File: config.mk
export PLATFORM = sky130hd
export DESIGN_NAME = connector_rr_arbiter
export DESIGN_NICKNAME = d
export VERILOG_FILES = /design/src/rtl/connector_rr_arbiter.sv
export SDC_FILE = /design/constraint.sdc
export NUM_CORES = 1
export LEC_CHECK = 0
export ABC_AREA = 1
export ABC_CLOCK_PERIOD_IN_PS = 3000
export BUFFER_PORTS_ARGS = -buffer_cell sky130_fd_sc_hd__buf_2
export CELL_PAD_IN_SITES_DETAIL_PLACEMENT = 0
export CELL_PAD_IN_SITES_GLOBAL_PLACEMENT = 1
export CORE_MARGIN = 2
export CORE_UTILIZATION = 41
export DETAILED_ROUTE_END_ITERATION = 10
export PLACE_DENSITY_LB_ADDON = 0.3
export SLEW_MARGIN = 25
export SYNTH_ARGS = -nofsm -noshare
export SYNTH_HDL_FRONTEND = slang
export SYNTH_SLANG_ARGS = --single-unit
File: constraint.sdc
create_clock -name clk -period 3 [get_ports clk]
set_clock_uncertainty 0.15 [all_clocks]
set_input_delay 0 -clock clk [delete_from_list [all_inputs] [get_ports clk]]
set_output_delay 0 -clock clk [all_outputs]
set_load 0.02 [all_outputs]
File: src/rtl/connector_rr_arbiter.sv
// connector_rr_arbiter
//   Merges three DATA_W-bit connector streams onto one shared output channel.
//   Each port feeds a FIFO_DEPTH-entry FIFO. A round-robin arbiter drains the
//   FIFOs into a registered output stage with a valid/ready handshake.
//
// Ports
//   clk, rst            : clock, synchronous active-high reset
//   in_valid[2:0]       : per-port push request
//   in_data_0/1/2       : per-port push data
//   in_ready[2:0]       : per-port FIFO not full (forced low during reset)
//   freeze              : blocks new loads into the output stage
//   out_valid/out_data/out_port : output word, its source port
//   out_ready           : downstream accept
//   fifo_level_0/1/2    : per-port FIFO occupancy
//   grant_cnt_0/1/2     : words forwarded per port since reset (wrapping)
module connector_rr_arbiter #(
  parameter int DATA_W     = 8,
  parameter int FIFO_DEPTH = 4,
  parameter int CNT_W      = 16,
  localparam int PTR_W     = $clog2(FIFO_DEPTH),
  localparam int LVL_W     = PTR_W + 1
) (
  input  logic              clk,
  input  logic              rst,
  input  logic [2:0]        in_valid,
  input  logic [DATA_W-1:0] in_data_0,
  input  logic [DATA_W-1:0] in_data_1,
  input  logic [DATA_W-1:0] in_data_2,
  output logic [2:0]        in_ready,
  input  logic              freeze,
  output logic              out_valid,
  output logic [DATA_W-1:0] out_data,
  output logic [1:0]        out_port,
  input  logic              out_ready,
  output logic [LVL_W-1:0]  fifo_level_0,
  output logic [LVL_W-1:0]  fifo_level_1,
  output logic [LVL_W-1:0]  fifo_level_2,
  output logic [CNT_W-1:0]  grant_cnt_0,
  output logic [CNT_W-1:0]  grant_cnt_1,
  output logic [CNT_W-1:0]  grant_cnt_2
);

  // Round-robin pick: search (last+1)%3, (last+2)%3, then last itself.
  function automatic logic [1:0] rr_pick(input logic [1:0] last, input logic [2:0] req);
    logic [1:0] c0, c1, c2;
    case (last)
      2'd0:    begin c0 = 2'd1; c1 = 2'd2; c2 = 2'd0; end
      2'd1:    begin c0 = 2'd2; c1 = 2'd0; c2 = 2'd1; end
      default: begin c0 = 2'd0; c1 = 2'd1; c2 = 2'd2; end
    endcase
    if (req[c0])      rr_pick = c0;
    else if (req[c1]) rr_pick = c1;
    else              rr_pick = c2;
  endfunction

  logic [DATA_W-1:0] mem_q    [3][FIFO_DEPTH];
  logic [PTR_W-1:0]  wr_ptr_q [3];
  logic [PTR_W-1:0]  rd_ptr_q [3];
  logic [LVL_W-1:0]  level_q  [3];
  logic [CNT_W-1:0]  cnt_q    [3];
  logic [1:0]        last_grant_q, last_grant_d;
  logic              out_valid_q, out_valid_d;
  logic [DATA_W-1:0] out_data_q, out_data_d;
  logic [1:0]        out_port_q, out_port_d;

  logic [DATA_W-1:0] in_data_a [3];
  logic [DATA_W-1:0] head      [3];
  logic [2:0]        nonempty;
  logic [2:0]        push;
  logic [2:0]        pop;
  logic              slot_free;
  logic              load;
  logic [1:0]        winner;

  assign in_data_a[0] = in_data_0;
  assign in_data_a[1] = in_data_1;
  assign in_data_a[2] = in_data_2;

  always_comb begin
    for (int i = 0; i < 3; i++) begin
      head[i]     = mem_q[i][rd_ptr_q[i]];
      nonempty[i] = (level_q[i] != '0);
      // A full FIFO refuses a push even when it is popped in the same cycle.
      in_ready[i] = !rst && (level_q[i] != LVL_W'(FIFO_DEPTH));
      push[i]     = in_valid[i] && in_ready[i];
    end
  end

  // Stage boundary: FIFO heads -> output register.
  always_comb begin
    slot_free    = !out_valid_q || out_ready;
    load         = slot_free && !freeze && (|nonempty);
    winner       = rr_pick(last_grant_q, nonempty);
    pop          = 3'b000;
    out_valid_d  = out_valid_q;
    out_data_d   = out_data_q;
    out_port_d   = out_port_q;
    last_grant_d = last_grant_q;
    if (load) begin
      pop[winner]  = 1'b1;
      out_valid_d  = 1'b1;
      out_data_d   = head[winner];
      out_port_d   = winner;
      last_grant_d = winner;
    end else if (slot_free) begin
      // Word consumed (or slot already empty) and nothing to load: data/port hold.
      out_valid_d = 1'b0;
    end
  end

  // FIFO storage carries no reset; occupancy is tracked by the control state.
  always_ff @(posedge clk) begin
    for (int i = 0; i < 3; i++) begin
      if (push[i]) mem_q[i][wr_ptr_q[i]] <= in_data_a[i];
    end
  end

  always_ff @(posedge clk) begin
    if (rst) begin
      for (int i = 0; i < 3; i++) begin
        wr_ptr_q[i] <= '0;
        rd_ptr_q[i] <= '0;
        level_q[i]  <= '0;
        cnt_q[i]    <= '0;
      end
      last_grant_q <= 2'd2;
      out_valid_q  <= 1'b0;
      out_data_q   <= '0;
      out_port_q   <= 2'd0;
    end else begin
      for (int i = 0; i < 3; i++) begin
        if (push[i]) wr_ptr_q[i] <= wr_ptr_q[i] + PTR_W'(1);
        if (pop[i]) begin
          rd_ptr_q[i] <= rd_ptr_q[i] + PTR_W'(1);
          cnt_q[i]    <= cnt_q[i] + CNT_W'(1);
        end
        case ({push[i], pop[i]})
          2'b10:   level_q[i] <= level_q[i] + LVL_W'(1);
          2'b01:   level_q[i] <= level_q[i] - LVL_W'(1);
          default: level_q[i] <= level_q[i];
        endcase
      end
      last_grant_q <= last_grant_d;
      out_valid_q  <= out_valid_d;
      out_data_q   <= out_data_d;
      out_port_q   <= out_port_d;
    end
  end

  assign out_valid    = out_valid_q;
  assign out_data     = out_data_q;
  assign out_port     = out_port_q;
  assign fifo_level_0 = level_q[0];
  assign fifo_level_1 = level_q[1];
  assign fifo_level_2 = level_q[2];
  assign grant_cnt_0  = cnt_q[0];
  assign grant_cnt_1  = cnt_q[1];
  assign grant_cnt_2  = cnt_q[2];

endmodule
==> results of run 1 <==
through the flow:
step                      utilization  TNS (ps)  power (mW)
after global placement         0.4662         0       4.703
after detailed placement       0.4662         0       4.711
final                          0.5119         0       6.860
after floorplan                     -         0       4.197
after global routing           0.5119    -2.102       7.242
after CTS                      0.5103         0       6.897
cells in the mapped netlist, types with 7 or more instances:
cell	count	area [um2]
edfxtp_1	165	4955
nor2_1	122	457.9
nand2_1	118	442.9
inv_1	94	352.8
a21oi_1	39	195.2
o21ai_0	38	190.2
o22ai_1	33	206.5
nand3_1	29	145.1
ha_1	23	287.8
nor3_1	14	70.07
dfxtp_1	12	240.2
nor3b_1	10	75.07
xor2_1	10	87.58
buf_4	7	52.55
clkbuf_1	7	26.28
kinds of logic after synthesis:
group,share of synthesized area
XOR/XNOR,0.01722
buffers and inverters,0.05597
flip-flops,0.6384
AO/OA/AOI/OAI,0.07980
adder cells (fa/ha/maj),0.04028
AND/OR/NAND/NOR,0.1671
multiplexers,0.001230
placed cells by master (no fill, tap or decap), drive strengths merged, types with 2 or more instances in the layout:
master,synthesis,layout
edfxtp,165,165
buf,9,127
nor2,126,126
nand2,120,120
inv,96,98
a21oi,39,39
o21ai,39,39
o22ai,33,33
nand3,29,29
dlygate4sd3,0,29
ha,23,23
clkbuf,7,19
nor3,16,16
dfxtp,12,12
xor2,10,10
nor3b,10,10
clkinv,0,7
nand4,6,6
xnor2,6,6
or2,6,6
or3,2,2
nor4,2,2
clkinvlp,0,2
bufinv,0,2
fa,2,2
power by group through the flow:
stage,sequential (mW),clock [mW],combinational [mW]
after floorplan,3.41,0,0.789
after global placement,3.27,0,1.43
after detailed placement,3.28,0,1.43
after CTS,3.23,2.20,1.47
after global routing,3.26,2.32,1.66
final,3.23,2.16,1.47
worst max-delay path, cell delays in order, from the launching register on:
cell and delay (ps):
edfxtp_1 420, inv_1 100, ha_1 190, nand2_2 100, nand2_1 120, nand2_1 60
inv_1 100, o21ai_4 100, nor2_2 190, ha_1 190, nand2_1 100, fa_1 400
xnor2_1 140, xnor2_1 120, inv_1 50, nor2_1 30
repair_timing:
action,in CTS,in global routing
hold endpoints to repair,115,0
gates resized for setup,0,4
hold buffers,29,0
buffers inserted,0,2
setup endpoints to repair,0,3
registers in the layout (all words and copies together) (netlist names):
signal,flops
cnt_q,48
last_grant_q,2
level_q,9
mem_q,96
out_data,8
out_port,1
out_valid,1
rd_ptr_q,6
wr_ptr_q,6
final timing paths:
| check | start | end | slack [ps] | depth (start not counted) |
|---|---|---|---|---|
| setup / recovery | level_q[2][0] | level_q[1][2] | 200 | 15 |
| hold / removal | in_valid[1] | wr_ptr_q[0][2] | 30 | 3 |
| setup reg to reg | level_q[2][0] | level_q[1][2] | 200 | 15 |
| hold reg to reg | out_data[3] | out_data[3] | 340 | 2 |
final cells by class:
class                           count  area [um2]
Clock inverter                     13       136.4
Fill cell                        1804        9500
Multi-Input combinational cell    474        2502
Inverter                           96       360.3
Timing Repair Buffer              156        1003
Tap cell                          265       331.6
Clock buffer                       19       432.9
Sequential cell                   177        5195
routing by layer:
metal,track usage,wire length [um],up-vias,share of wire
met4,0.04139,114,0,0.0063
li1,-,-,2923,-
met3,0.03554,862,12,0.048
met2,0.2857,8442,131,0.47
met1,0.2475,8539,2674,0.48
met5,0,0,-,0
==> results_dict.tcl, run 1 <==
set metrics [dict create \
    status "finished clean" \
    dp_hpwl_mm 12.45 \
    dp_worst_setup_slack_ps 117.2 \
    powerDensity_nw_per_um2 688.6 \
    track_usage 0.1770 \
    cts.sinks 177 \
    finalWorstSetupSlack_ps 197.3 \
    drive_above_1_share 0.1893 \
    worst_pin_slew_ps 478.0 \
    stdcell_count 1200 \
    cp-start-kind "register" \
    fin_area_um2 9962 \
    worst_hold_slack_ps 30.30 \
    grt_max_degree 32 \
    antenna_found_initial 0 \
    wirelength_mm 17.96 \
    syn-num-nets 819 \
    yosys_warnings 0 \
    core_area_um2 19460 \
    drt_iter0_markers 317 \
    synth_edf_count 165 \
    critPathArrivalTime_ps 2830 \
    grt_pass1_vias 5432 \
    synth_area_per_cell_um2 10.67 \
    setup_viol 0 \
    cp-end-kind "register" \
    pwr-share-clk 0.314 \
    maxSlewViolCount 0 \
    critical_path_required_ps 3030 \
    start_util 0.4181 \
    clockRootBuffer "clkbuf_16" \
    overflow 0 \
    cts_buffers 17 \
    antenna_cells 0 \
    wl_per_cell_um 14.97 \
    hold_class "primary input to register" \
    drt_pass1_iterations 5 \
    clk_pin_slew_ps 60 \
    clk-insertion-delay-late_ps 420 \
    finalHoldViolCount 0 \
    area_growth_pct 22.42 \
    p_sw_frac 0.3082 \
    place_inst 1137 \
    drc_errors 0 \
    synthesis.instances 763 \
    ant_nets 0 \
    clk_path_buf_depth 2 \
    design.portCount 102 \
    viasPerCell 4.783 \
    fin_crit_ps 2803 \
    seq_power_share 0.471 \
    switchingPower_mw 2.114 \
    place.gp.congestion 0.7934 \
    fin_nets 978 \
    cts_tree "built" \
    fp.dieArea_um2 20990 \
    post-route-period-util 0.9342 \
    grt_pass1_wl_mm 28.37 \
    peakVddDrop_uv 411.1 \
    p_int_mw 4.746 \
    fmax_mhz 356.8 \
    ys_ff_latch 177 \
    placementRows 51 \
    fp.dieH_um 144.9 \
    crit_type "register to register" \
    p_leak_nw 4.048 \
    ctsHtreeMaxLevel 4 \
    synth_cell_types 35 \
    timing.max_cap.violations 0 \
    place_area_um2 9072 \
    syn_area_um2 8138 \
    yosysSeqAreaShare 0.6384 \
    io_buffers 101 \
    die_w_um 144.9 \
    synthArstFlopShare 0 \
    ys.flop_type "edfxtp_1" \
    comb_power_share 0.215 \
    relSlewSlack 0.6813 \
    crit_fanout 7 \
    routed-via-count 5740 \
]
No activity file was read; power rests on OpenSTA's default activity.
==> run 2: changes to the inputs <==
--- a/config.mk
+++ b/config.mk
@@ -5,15 +5,14 @@
 export SDC_FILE = /design/constraint.sdc
 export NUM_CORES = 1
 export LEC_CHECK = 0
-export ABC_AREA = 1
-export ABC_CLOCK_PERIOD_IN_PS = 3000
 export BUFFER_PORTS_ARGS = -buffer_cell sky130_fd_sc_hd__buf_2
 export CELL_PAD_IN_SITES_DETAIL_PLACEMENT = 0
 export CELL_PAD_IN_SITES_GLOBAL_PLACEMENT = 1
 export CORE_MARGIN = 2
-export CORE_UTILIZATION = 41
+export CORE_UTILIZATION = 43
 export DETAILED_ROUTE_END_ITERATION = 10
 export PLACE_DENSITY_LB_ADDON = 0.3
+export REMOVE_ABC_BUFFERS = 1
 export SLEW_MARGIN = 25
 export SYNTH_ARGS = -nofsm -noshare
 export SYNTH_HDL_FRONTEND = slang
==> results_dict.tcl, run 2 <==
set metrics [dict create \
    final_cell_mix "edfxtp_1 (165), buf_2 (101), nor2_1 (76), inv_1 (30), dlygate4sd3_1 (28)" \
    fp.dieArea_um2 19770 \
    clk_pin_slew_ps 70 \
    core_area_um2 18150 \
    antenna_cells 0 \
    yosysTopAreaCellShare 0.6176 \
    timing.max_cap.violations 0 \
    overflow 0 \
    maxSlewViolCount 0 \
    p_leak_nw 3.601 \
    ctsHtreeMaxLevel 4 \
    largest_register_ffs 96 \
    wirelength_mm 16.48 \
    fmax_mhz 357.6 \
    crit_chain "inv_1, ha_1, nand2b_2, a31oi_4, nor2_4, nand2_2, inv_1, ha_1, nor2_1, mux2i_1, xor2_1, nor2_1" \
    cts_buffers 17 \
    drt_iter0_markers 227 \
    grt_pass1_wl_mm 26.39 \
    grt_max_degree 36 \
    cts.sinks 177 \
    layout_commonest_cell "edfxtp_1" \
    routed-via-count 4971 \
    r2r_slack_ps 200 \
    synth_area_per_cell_um2 14.20 \
    relSlewSlack 0.5855 \
    worst_pin_slew_ps 621.8 \
    drc_errors 0 \
    critPathTopFamily "simple AND/OR/NAND/NOR gates" \
    grt_pass1_vias 5091 \
    cpMaxStageDelayCell "edfxtp_1" \
    yosysSeqAreaShare 0.6475 \
    critical_path_depth 12 \
    fp.dieH_um 140.6 \
    io_buffers 101 \
    fin_crit_ps 2796 \
    ant_nets 0 \
    viasPerCell 5.255 \
    ys_ff_latch 177 \
    ff2ff_path_depth 12 \
    wl_per_cell_um 17.42 \
    drt_pass1_iterations 4 \
    synth_edf_count 165 \
    synthesis.instances 565 \
    yosys_warnings 0 \
    ys_top_cells_by_count "edfxtp_1 (165), nor2_1 (76), inv_1 (30)" \
    fin_setup_tns_ps 0 \
    yosys-top-cells-area "edfxtp_1 (62%), mux4_2 (6.7%), ha_1 (3.6%)" \
    yosys.cell_count.top_type "edfxtp_1" \
    area_growth_pct 20.63 \
    post_cts_buffers 0 \
    cp-start-kind "register" \
    clk_path_buf_depth 2 \
    synth_cell_types 47 \
    cp-end-kind "register" \
    critical_path_required_ps 3030 \
    critPathArrivalTime_ps 2830 \
    hold_class "primary input to register" \
    fin_nets 760 \
    reg2reg_from "level_q[2][0]" \
    cp-endpoint "level_q[2][2]" \
    setup_viol 0 \
    post-synth-top-area-cell "edfxtp_1" \
    drive_above_1_share 0.2580 \
    synthArstFlopShare 0 \
    syn_area_um2 8023 \
    design.portCount 102 \
    status "finished clean" \
    dp_hpwl_mm 11.65 \
    die_w_um 140.6 \
    crit_type "register to register" \
    powerDensity_nw_per_um2 682.7 \
    finalHoldViolCount 0 \
    post-route-period-util 0.9321 \
    crit_buf_inv 2 \
    finalPower_mw 6.607 \
    ys.flop_type "edfxtp_1" \
    worst_path_largest_cell_delay_ps 440 \
    place.gp.congestion 0.8293 \
    rsz0062_at_grt "false" \
    startpoint "level_q[2][0]" \
    crit_fanout 7 \
    cts_tree "built" \
    antenna_found_initial 0 \
    nFillCells 1532 \
    track_usage 0.1736 \
    start_util 0.4421 \
    clk-insertion-delay-late_ps 430 \
    placementRows 49 \
    peakVddDrop_uv 450.9 \
    timing.rr.end "level_q[2][2]" \
    clockRootBuffer "clkbuf_16" \
]
==> run 2: what timing repair did <==
action                                 CTS  global route
hold buffers                            28             0
setup endpoints to repair                0             2
resized for setup                        0             3
endpoints found under the hold margin  116             0
==> run 2: routing by layer <==
metal / track usage / share of wire / wire length [um] / vias to the layer above
met3: 0.04518 / 0.046 / 761 / 24
met1: 0.2198 / 0.44 / 7173 / 2458
met5: 0 / 0 / 0 / -
li1: - / - / - / 2374
met2: 0.2884 / 0.50 / 8191 / 115
met4: 0.06842 / 0.021 / 351 / 0
==> run 2: worst min-delay path by stage <==
| stage | from | endpoint | slack, ps | cells after the start |
|---|---|---|---|---|
| 2_1_floorplan | rst | out_data[3] | -90 | 1 |
| 3_3_place_gp | in_data_1[7] | mem_q[0][63] | 60 | 1 |
| 3_5_place_dp | in_data_0[4] | mem_q[0][28] | 70 | 1 |
| 4_1_cts | in_valid[1] | wr_ptr_q[0][2] | 10 | 3 |
| 5_1_grt | in_valid[1] | wr_ptr_q[0][2] | 60 | 3 |
| 6_report | in_valid[1] | wr_ptr_q[0][2] | 30 | 3 |
==> run 2: power breakdown <==
group | internal, mW | switching [mW] | total, mW
registers | 2.97 | 0.234 | 3.21
clock network | 1.24 | 0.957 | 2.20
logic | 0.490 | 0.711 | 1.20
total | 4.71 | 1.90 | 6.61
==> run 2: cell families (layout without fill, tap and decap cells) <==
logic type / after synthesis / in the layout / share of synthesized area
mux: 26 / 26 / 0.07034
xor+xnor: 44 / 44 / 0.04803
fa+ha+maj: 25 / 25 / 0.04086
buf+inv: 49 / 201 / 0.02620
compound gates: 55 / 55 / 0.04819
simple gates: 189 / 189 / 0.1188
flops: 177 / 177 / 0.6475
==> run 2: layout make-up <==
| cell class | instances | area [um2] | share of cell area |
|---|---|---|---|
| Sequential cell | 177 | 5195 | 0.5368 |
| Multi-Input combinational cell | 339 | 2638 | 0.2725 |
| Timing Repair Buffer | 139 | 860.8 | 0.08895 |
| Clock buffer | 18 | 429.2 | 0.04434 |
| Tap cell | 229 | 286.5 | 0.02961 |
| Clock inverter | 14 | 156.4 | 0.01616 |
| Inverter | 30 | 112.6 | 0.01164 |
==> run 2: stage by stage <==
| step | setup slack, ps | std cells | hold slack [ps] | cell area (um2) | utilization |
|---|---|---|---|---|---|
| after floorplan | -170.3 | 546 | -85.35 | 7925 | - |
| after global placement | 200.1 | 886 | 60.85 | 8795 | 0.4846 |
| after detailed placement | 58.88 | 886 | 69.08 | 8795 | 0.4846 |
| after CTS | 56.69 | 946 | 11.67 | 9661 | 0.5323 |
| after global routing | 29.76 | 946 | 58.60 | 9678 | 0.5333 |
| final | 203.7 | 946 | 29.96 | 9678 | 0.5333 |
==> run 2: worst reg2reg max path: cells and delay by family (launching register included) <==
kind / cells / cell delay (ps)
AND/OR/NAND/NOR: 5 / 590
adder cells (fa/ha/maj): 2 / 500
flip-flops: 1 / 440
AO/OA/AOI/OAI: 1 / 270
multiplexers: 1 / 250
buffers and inverters: 2 / 180
XOR/XNOR: 1 / 180
